### config.mk
export PLATFORM = sky130hd
export DESIGN_NAME = twos_complement
export DESIGN_NICKNAME = d
export VERILOG_FILES = /design/src/rtl/twos_complement_pkg.sv /design/src/rtl/twos_negate.sv /design/src/rtl/twos_complement.sv
export SDC_FILE = /design/constraint.sdc
export NUM_CORES = 1
export LEC_CHECK = 0
export BUFFER_PORTS_ARGS = -buffer_cell sky130_fd_sc_hd__buf_2
export CAP_MARGIN = 10
export CORE_MARGIN = 4
export CORE_UTILIZATION = 40
export DETAILED_ROUTE_END_ITERATION = 10
export GPL_ROUTABILITY_DRIVEN = 0
export GPL_TIMING_DRIVEN = 0
export PLACE_DENSITY = 0.71
export SYNTH_ARGS = -nofsm -noshare
export SYNTH_HDL_FRONTEND = slang
export SYNTH_SLANG_ARGS = --single-unit
export TNS_END_PERCENT = 50
### constraint.sdc
create_clock -name clk -period 1.3 [get_ports clk]
set_input_delay 0.065 -clock clk [delete_from_list [all_inputs] [get_ports clk]]
set_output_delay 0.065 -clock clk [all_outputs]
set_load 0.05 [all_outputs]
### src/rtl/twos_complement_pkg.sv
// Shared types and width-generic constants for the two's-complement negation unit.
package twos_complement_pkg;

    localparam int unsigned MAX_WIDTH = 64;

    typedef enum logic [1:0] {
        OP_PASS    = 2'b00,
        OP_NEG     = 2'b01,
        OP_ABS     = 2'b10,
        OP_NEG_ALT = 2'b11
    } op_e;

    // Most-negative value of a w-bit signed word, right-aligned in MAX_WIDTH bits.
    function automatic logic [MAX_WIDTH-1:0] min_val(input int unsigned w);
        return MAX_WIDTH'(1) << (w - 1);
    endfunction

    // Most-positive value of a w-bit signed word, right-aligned in MAX_WIDTH bits.
    function automatic logic [MAX_WIDTH-1:0] max_val(input int unsigned w);
        return min_val(w) - MAX_WIDTH'(1);
    endfunction

endpackage

### src/rtl/twos_negate.sv
// Combinational two's-complement negate with most-negative operand detect.
module twos_negate
    import twos_complement_pkg::*;
#(
    parameter int unsigned WIDTH = 8
) (
    input  logic [WIDTH-1:0] a,
    output logic [WIDTH-1:0] neg,
    output logic             is_min
);

    localparam logic [WIDTH-1:0] MIN_VAL = WIDTH'(min_val(WIDTH));

    always_comb begin
        neg    = (~a) + WIDTH'(1);
        is_min = (a == MIN_VAL);
    end

endmodule

### src/rtl/twos_complement.sv
// Registered PASS/NEG/ABS unit with zero/overflow flags, one-cycle latency.
// Define TWOS_COMPLEMENT_SAT_EN to saturate NEG/ABS of the most-negative value to max positive.
module twos_complement
    import twos_complement_pkg::*;
#(
    parameter int unsigned WIDTH = 8
) (
    input  logic             clk,
    input  logic             rst_n,
    input  logic             in_valid,
    input  logic [1:0]       op,
    input  logic [WIDTH-1:0] data_in,
    output logic             out_valid,
    output logic [WIDTH-1:0] data_out,
    output logic             zero,
    output logic             ovf
);

    localparam logic [WIDTH-1:0] MAX_VAL = WIDTH'(max_val(WIDTH));

    logic [WIDTH-1:0] neg;
    logic             is_min;

    logic             out_valid_d, out_valid_q;
    logic [WIDTH-1:0] data_out_d, data_out_q;
    logic             zero_d, zero_q;
    logic             ovf_d, ovf_q;

    logic [WIDTH-1:0] result;
    logic             result_ovf;

    twos_negate #(.WIDTH(WIDTH)) u_negate (
        .a      (data_in),
        .neg    (neg),
        .is_min (is_min)
    );

    // Opcode select and optional saturation of the single unrepresentable case.
    always_comb begin
        result     = data_in;
        result_ovf = 1'b0;
        unique case (op_e'(op))
            OP_PASS: begin
                result     = data_in;
                result_ovf = 1'b0;
            end
            OP_NEG, OP_NEG_ALT: begin
                result     = neg;
                result_ovf = is_min;
            end
            OP_ABS: begin
                if (data_in[WIDTH-1]) begin
                    result     = neg;
                    result_ovf = is_min;
                end
            end
        endcase
`ifdef TWOS_COMPLEMENT_SAT_EN
        if (result_ovf) begin
            result = MAX_VAL;
        end
`endif
    end

    // Result registers load only on valid input; flags follow the final data.
    always_comb begin
        out_valid_d = in_valid;
        data_out_d  = data_out_q;
        zero_d      = zero_q;
        ovf_d       = ovf_q;
        if (in_valid) begin
            data_out_d = result;
            zero_d     = (result == '0);
            ovf_d      = result_ovf;
        end
    end

    always_ff @(posedge clk) begin
        if (!rst_n) begin
            out_valid_q <= 1'b0;
            data_out_q  <= '0;
            zero_q      <= 1'b0;
            ovf_q       <= 1'b0;
        end else begin
            out_valid_q <= out_valid_d;
            data_out_q  <= data_out_d;
            zero_q      <= zero_d;
            ovf_q       <= ovf_d;
        end
    end

    assign out_valid = out_valid_q;
    assign data_out  = data_out_q;
    assign zero      = zero_q;
    assign ovf       = ovf_q;

`ifndef TWOS_COMPLEMENT_SAT_EN
    logic unused_max;
    assign unused_max = ^MAX_VAL;
`endif

endmodule

Word level (Yosys, flattened, before mapping):

Cells that the tools add are included.
W data, S select, Z words.

* $add $sub $neg: 1
* equality and inequality tests: 4
* multiplexer cells: 4
* bitwise logic cells: 1
* reductions and logical operators: 3

Operators with widths (count)
* $pmux W8 S3: 1
* $add A8 B1 Y8 const B: 1
* $eq A8 B8 Y1 const B: 1
* $logic_not A8 Y1: 1
* $mux W8: 1
* $not A8 Y8: 1
* $eq A2 B2 Y1 const B: 2
* $pmux W1 S3: 1
* $eq A2 B1 Y1 const B: 1
* $logic_not A2 Y1: 1
* $reduce_or A2 Y1: 1
* $mux W1: 1

* register bits after elaboration: 11
* input bits: 13
* word-level logic and storage cells: 17

Logic depth before layout (Yosys ltp):

Gate-level depths: netlist of run 1.

* depth in word-level cells: 5
* mapped depth: 8

Hierarchy:

From an unflattened synthesis of run 1, not the netlist that was laid out.

* cells, all modules: 75
* area total of the unflattened synthesis: 676.9 um2

Modules (own cells, without submodules)
* twos_complement: instances 1, cells an instance 55, area each 526.8 um2, sequential area each 220.2 um2
* twos_negate: instances 1, cells an instance 20, area each 150.1 um2, sequential area each 0.0 um2

Worst setup path before layout of run 1:

No wires, ideal clock.

* path kind: input to register
* start: in data_in[5]
* end: reg zero_q, in the netlist zero
* arrival: 1146 ps
* setup slack: 38 ps
* cell stages on the path: 7
* path buffers: 0
* path through: nor3_1 nand2_1 nor2_1 ha_1 mux2i_1 nor4_1 a41o_1

* cells in the longest elaborated chain, start to end: 5

RTL lines
* start: declaration: line twos_complement.sv:12 `input logic [WIDTH-1:0] data_in,`
* $not A8 Y8: line twos_negate.sv:15 `neg = (~a) + WIDTH'(1);`
* $add A8 B1 Y8: line twos_negate.sv:15
* $mux W8: line twos_complement.sv:52 `if (data_in[WIDTH-1]) begin`
* $pmux W8 S3 *: line twos_complement.sv:42 `unique case (op_e'(op))`
* $logic_not A8 Y1 *: line twos_complement.sv:73 `zero_d = (result == '0);`
* end signal: assignment: line twos_complement.sv:87 `zero_q <= zero_d;`
* end: declaration: line twos_complement.sv:26 `logic zero_d, zero_q;`

Mark *: on every way between the ends. The rest lies on a longest branch, timed or not.
A chain may end at the register's enable or synchronous reset.

Worst setup path after layout of run 1:

* start: in data_in[1]
* end: reg zero_q, in the netlist zero

Same word-level chain as after synthesis.

==> results of run 1 <==
metrics by stage:
step / instance area (um^2) / TNS, ns
after detailed placement: 714 / -0.329
after floorplan: 586 / 0
final: 773 / 0
after global placement: 714 / -0.322
after global routing: 773 / 0
after CTS: 741 / 0
sequential cells by signal, summed over array words and instances (netlist names):
register / flops
zero: 1
out_valid: 1
data_out: 8
ovf: 1
worst paths after layout:
path / endpoint / slack (ns) / from / cells past startpoint
setup / recovery: zero / 0.17 / data_in[1] / 8
setup reg to reg: zero / 0.55 / zero / 2
hold / removal: data_out[0] / 0.12 / data_in[0] / 3
hold reg to reg: data_out[3] / 0.48 / data_out[3] / 2
Yosys cell counts (2+ instances only):
cell type   n  area [um^2]
o21ai_0     4         20.0
a211oi_1    3         22.5
nor2_1     14         52.6
mux2i_1     5         50.1
nand2_1     3         11.3
inv_1       4         15.0
dfxtp_1    11          220
ha_1        2         25.0
xnor2_1     2         17.5
a21oi_1     3         15.0
nor3_1      2         10.0
a311oi_1    3         26.3
or3_1       3         18.8
clkbuf_1    2         7.51
power groups by stage:
| stage | clock network, mW | logic, mW | registers [mW] |
|---|---|---|---|
| after floorplan | 0 | 0.0809 | 0.445 |
| after global routing | 0.251 | 0.245 | 0.366 |
| after global placement | 0 | 0.213 | 0.373 |
| after CTS | 0.241 | 0.216 | 0.365 |
| after detailed placement | 0 | 0.216 | 0.373 |
| final | 0.228 | 0.224 | 0.365 |
metal layers:
layer  share of wire, %  track usage (%)  vias to the layer above
li1                   -                -                      310
met1                 45             17.9                      252
met2                 46             22.3                       17
met3                8.6             6.25                        2
met4               0.63             1.70                        0
met5                  0                0                        -
worst max-delay path: stages:
cell	delay (ns)
buf_2	0.13
nor3_4	0.23
nand2_1	0.07
nor2_1	0.09
ha_1	0.23
mux2i_1	0.19
nor4_1	0.07
a41o_1	0.23
cell families after synthesis:
logic type / after synthesis / share of synthesized area [%]
muxes: 5 / 8.55
buffers and inverters: 8 / 5.98
and+or+nand+nor: 27 / 21.8
xor gates and xnor gates: 2 / 2.99
adders and majority gates: 2 / 4.27
DFF: 11 / 37.6
AOI/OAI and AO/OA: 16 / 18.8
repair_timing:
action,in CTS,in global routing
setup buffers,0,2
setup endpoints to repair,0,1
resized for setup,0,3
hold endpoints to repair,0,0
layout by cell type, fill, tap and decap left out, types with 4 or more instances in the layout:
cell / n
buf_2: 23
dfxtp_1: 11
inv_1: 4
mux2i_1: 5
nor2_1: 14
o21ai_0: 4
layout make-up:
type | count | share of cell area, %
Buffer | 4 | 2.59
Clock buffer | 4 | 3.40
Inverter | 4 | 1.94
Multi-Input combinational cell | 52 | 45.0
Sequential cell | 11 | 28.5
Tap cell | 15 | 2.43
Timing Repair Buffer | 24 | 16.2
==> qor.txt, run 1 <==
run status: completed
Syn Area/Cell: 8.25 um^2
RSZ-0062 raised after global routing: no
fillers: 138
dpl cells: 108
Hold-fix buffers, CTS: 0
Post-synth EDFFs: 0
Slew Viols, Final: 0
pre-CTS setup slack: -0.244 ns
clock transition at the registers of the reported paths: 0.06 ns
hold slack: 0.119 ns
pin count of the biggest net entering global routing: 11
post-synth cell types: 24
min cycle time layout: 1.13 ns
Slew @ Worst Pin: 0.438 ns
critical path class: primary input to flip-flop
Synthesis Warnings: 0
Clk network pwr share: 28.0%
Clock Path Buffers: 2
Storage cell area: 220 um^2
vias in the first global route: 504
fmax: 882 MHz
total die area: 0.00214 mm^2
clk_skew: 0 ns
CP endpoint kind: flip-flop
GR Util All Layers: 14.0%
CTS tree: done
Via density: 5.10
clk sinks: 11
fraction of registers with async set/reset: 0%
sequential share of the synthesized area: 37.6%
vias post-DR: 581
Logic pwr share: 27.4%
setup ws final: 0.166 ns
Tot Pwr: 0.817 mW
Skew-Pair Late Insertion Delay: 0.26 ns
area delta synth->final: 32.1%
Core Area: 0.00133 mm^2
Hold Crit Class: primary input to flip-flop
fin util: 58.0%
initial antenna violation count: 0
final net count: 115
Die W: 46.3 um
# IOs: 24
Pre-Repair DR Iteration Count: 3
remaining global-route overflow: 0
FF+latch count, synth: 11
Fin. Hold Viols: 0
Port Buffers: 22
Clock H-tree levels: 1
final std cells w/o fill: 114
# rows: 13
Tcrit/Tclk final: 87.3%
Internal Power: 0.548 mW
final setup fails: 0
clock root cell: clkbuf_4
Detailed Route Iter0 Violations: 6
Initial Util: 43.9%
final HPWL from detailed placement: 982 um
chip height: 46.3 um
Antenna Violating Nets Remaining: 0
CP Data Required Time: 1.46 ns
Worst IR Drop VDD: 895 uV
Leakage: 0.382 nW
arrival time worst endpoint: 1.30 ns
Maximum Capacitance Violations: 0
Sequential Power Share: 44.7%
syn nets: 86
Max FO, Critical Path: 4
share of cells above drive strength 1: 31.3%
CTS buffer count: 3
synthesized instance count: 71
drt total wl: 1270 um
Rel. slew slack: 70.8%
first-pass GRT wire length: 2150 um
critical path startpoint category: primary input
switch share: 32.9%
antenna cells: 0
DR DRC count: 0
Sw Pwr: 0.269 mW
synthesized cell area: 586 um^2
WL per Instance: 11.1 um
PD cells: 1060 mW/mm^2
area of the multi-input gates: 348 um^2
top_reg_cell synth: dfxtp_1
Note: power is estimated with default switching activity, not from simulation.
==> inputs of run 2 (changes only) <==
==> constraint.sdc (replaced) <==
create_clock -name clk -period 1.3 [get_ports clk]
set_input_delay 0 -clock clk [delete_from_list [all_inputs] [get_ports clk]]
set_output_delay 0 -clock clk [all_outputs]
set_load 0.05 [all_outputs]
==> qor.txt, run 2 (same netlist as run 1, synthesis figures left out) <==
Pre-Repair DR Iteration Count: 2 (-1)
Maximum Capacitance Violations: 0 (unchanged)
initial antenna violation count: 0 (unchanged)
Detailed Route Iter0 Violations: 2 (-4)
Hold Crit Class: primary input to flip-flop
Skew-Pair Late Insertion Delay: 0.26 ns (about the same)
clk_skew: 0 ns (unchanged)
GR Util All Layers: 14.0% (unchanged)
# IOs: 24 (unchanged)
CTS buffer count: 3 (unchanged)
DR DRC count: 0 (unchanged)
arrival time worst endpoint: 1.27 ns (-0.03 ns)
setup ws final: 0.189 ns (+0.0232 ns)
Hold Startpoint: data_in[0]
chip height: 46.3 um (unchanged)
Max FO, Critical Path: 6 (+2)
clock root cell: clkbuf_4
final setup fails: 0 (unchanged)
final net count: 113 (-1.7%)
Hold Path End: data_out[0]
WL per Instance: 11.3 um (+1.3%)
worst r2r dst: zero
fmax: 900 MHz (+2.1%)
met3 routed WL: 109 um (unchanged)
first-pass GRT wire length: 2150 um (unchanged)
min cycle time layout: 1.11 ns (-0.0232 ns)
PD cells: 1080 mW/mm^2 (+2.0%)
Largest register FFs: 8 (unchanged)
commonest cells after routing, fill and taps aside: buf_2 (23), nor2_1 (14), dfxtp_1 (11)
critical path class: primary input to flip-flop
pre-CTS setup slack: -0.179 ns (+0.0650 ns)
Slew Viols, Final: 0 (unchanged)
RSZ-0062 raised after global routing: no
total die area: 0.00214 mm^2 (unchanged)
vias post-DR: 589 (+1.4%)
Core Area: 0.00133 mm^2 (unchanged)
Tcrit/Tclk final: 85.5% (-1.8 points)
vias in the first global route: 504 (unchanged)
clk sinks: 11 (unchanged)
Clock H-tree levels: 1 (unchanged)
pin count of the biggest net entering global routing: 11 (unchanged)
run status: completed
Die W: 46.3 um (unchanged)
Fin. Hold Viols: 0 (unchanged)
area delta synth->final: 28.4%
Reg2Reg Depth: 2 (unchanged)
FF-to-FF Start: zero
Clock Path Buffers: 2 (unchanged)
Worst IR Drop VDD: 892 uV (-0.32%)
Antenna Violating Nets Remaining: 0 (unchanged)
hold path cells: 3 (unchanged)
CTS tree: done
Via density: 5.26 (+3.2%)
CP endpoint kind: flip-flop
Leakage: 0.369 nW (-3.4%)
routed wl met2: 587 um (+1.0%)
Slew @ Worst Pin: 0.429 ns (-0.00907 ns)
setup TNS: 0 ns (unchanged)
Post-CTS Setup Inserts: 0 (unchanged)
remaining global-route overflow: 0 (unchanged)
clock transition at the registers of the reported paths: 0.06 ns (about the same)
Rel. slew slack: 71.4% (+0.60 points)
FF-to-FF setup slack: 0.55 ns (about the same)
final HPWL from detailed placement: 982 um (unchanged)
commonest non-fill, non-tap cell in the layout: buf_2
Met1 Wirelength: 561 um (-1.6%)
Port Buffers: 22 (unchanged)
# rows: 13 (unchanged)
CP Data Required Time: 1.46 ns (about the same)
antenna cells: 0 (unchanged)
share of cells above drive strength 1: 29.9% (-1.4 points)
drt total wl: 1260 um (-0.47%)
Top Metal Used: met4
Initial Util: 43.9% (unchanged)
critical path startpoint category: primary input
fillers: 143 (+3.6%)
==> run 2: final cells by class <==
type                       count  area, um^2  share of cell area [%]
sequential                    11         220                    29.3
clock buffer                   4        26.3                    3.49
buffer                         4        20.0                    2.66
tap                           15        18.8                    2.50
timing repair buffer          22         110                    14.6
multi-input combinational     52         342                    45.4
inverter                       4        15.0                    2.00
==> run 2: worst max path at each step <==
stage | cells after the start | endpoint | start
5_1_grt | 8 | zero | data_in[0]
4_1_cts | 8 | zero | data_in[0]
2_1_floorplan | 7 | zero | data_in[5]
3_3_place_gp | 8 | zero | data_in[0]
6_report | 8 | zero | data_in[0]
3_5_place_dp | 8 | zero | data_in[0]
==> run 2: where the power goes <==
group	switching (mW)	internal [mW]	total (mW)	leakage [nW]
registers	0.00763	0.357	0.365	0.0908
logic	0.149	0.0687	0.218	0.264
clock network	0.109	0.119	0.228	0.0150
==> run 2: stage by stage <==
step	util, %	cells	power, mW	cell area, um^2	hold WS [ns]
2_1_floorplan	-	71	0.526	586	0.147
3_3_place_gp	53.6	108	0.586	714	0.286
3_5_place_dp	53.6	108	0.589	714	0.295
4_1_cts	55.5	112	0.822	741	0.0130
5_1_grt	56.4	112	0.856	752	0.0617
6_report	56.4	112	0.811	752	0.0482
==> run 2: timing repair <==
action / CTS / global route
setup endpoints to repair: 0 / 1
hold buffers: 0 / 0
gates resized for setup: 0 / 2
==> run 2: routing by layer <==
metal / vias to the layer above / track usage, %
met1: 263 / 17.9
met2: 17 / 22.3
li1: 307 / -
met3: 2 / 6.25
met5: - / 0
met4: 0 / 1.70
==> run 2: critical path, cell delays in order <==
cell,delay (ns)
buf_2,0.13
nor3_4,0.26
nand2_1,0.08
nor2_1,0.09
ha_1,0.23
mux2i_1,0.19
nor4_1,0.07
a41o_1,0.23
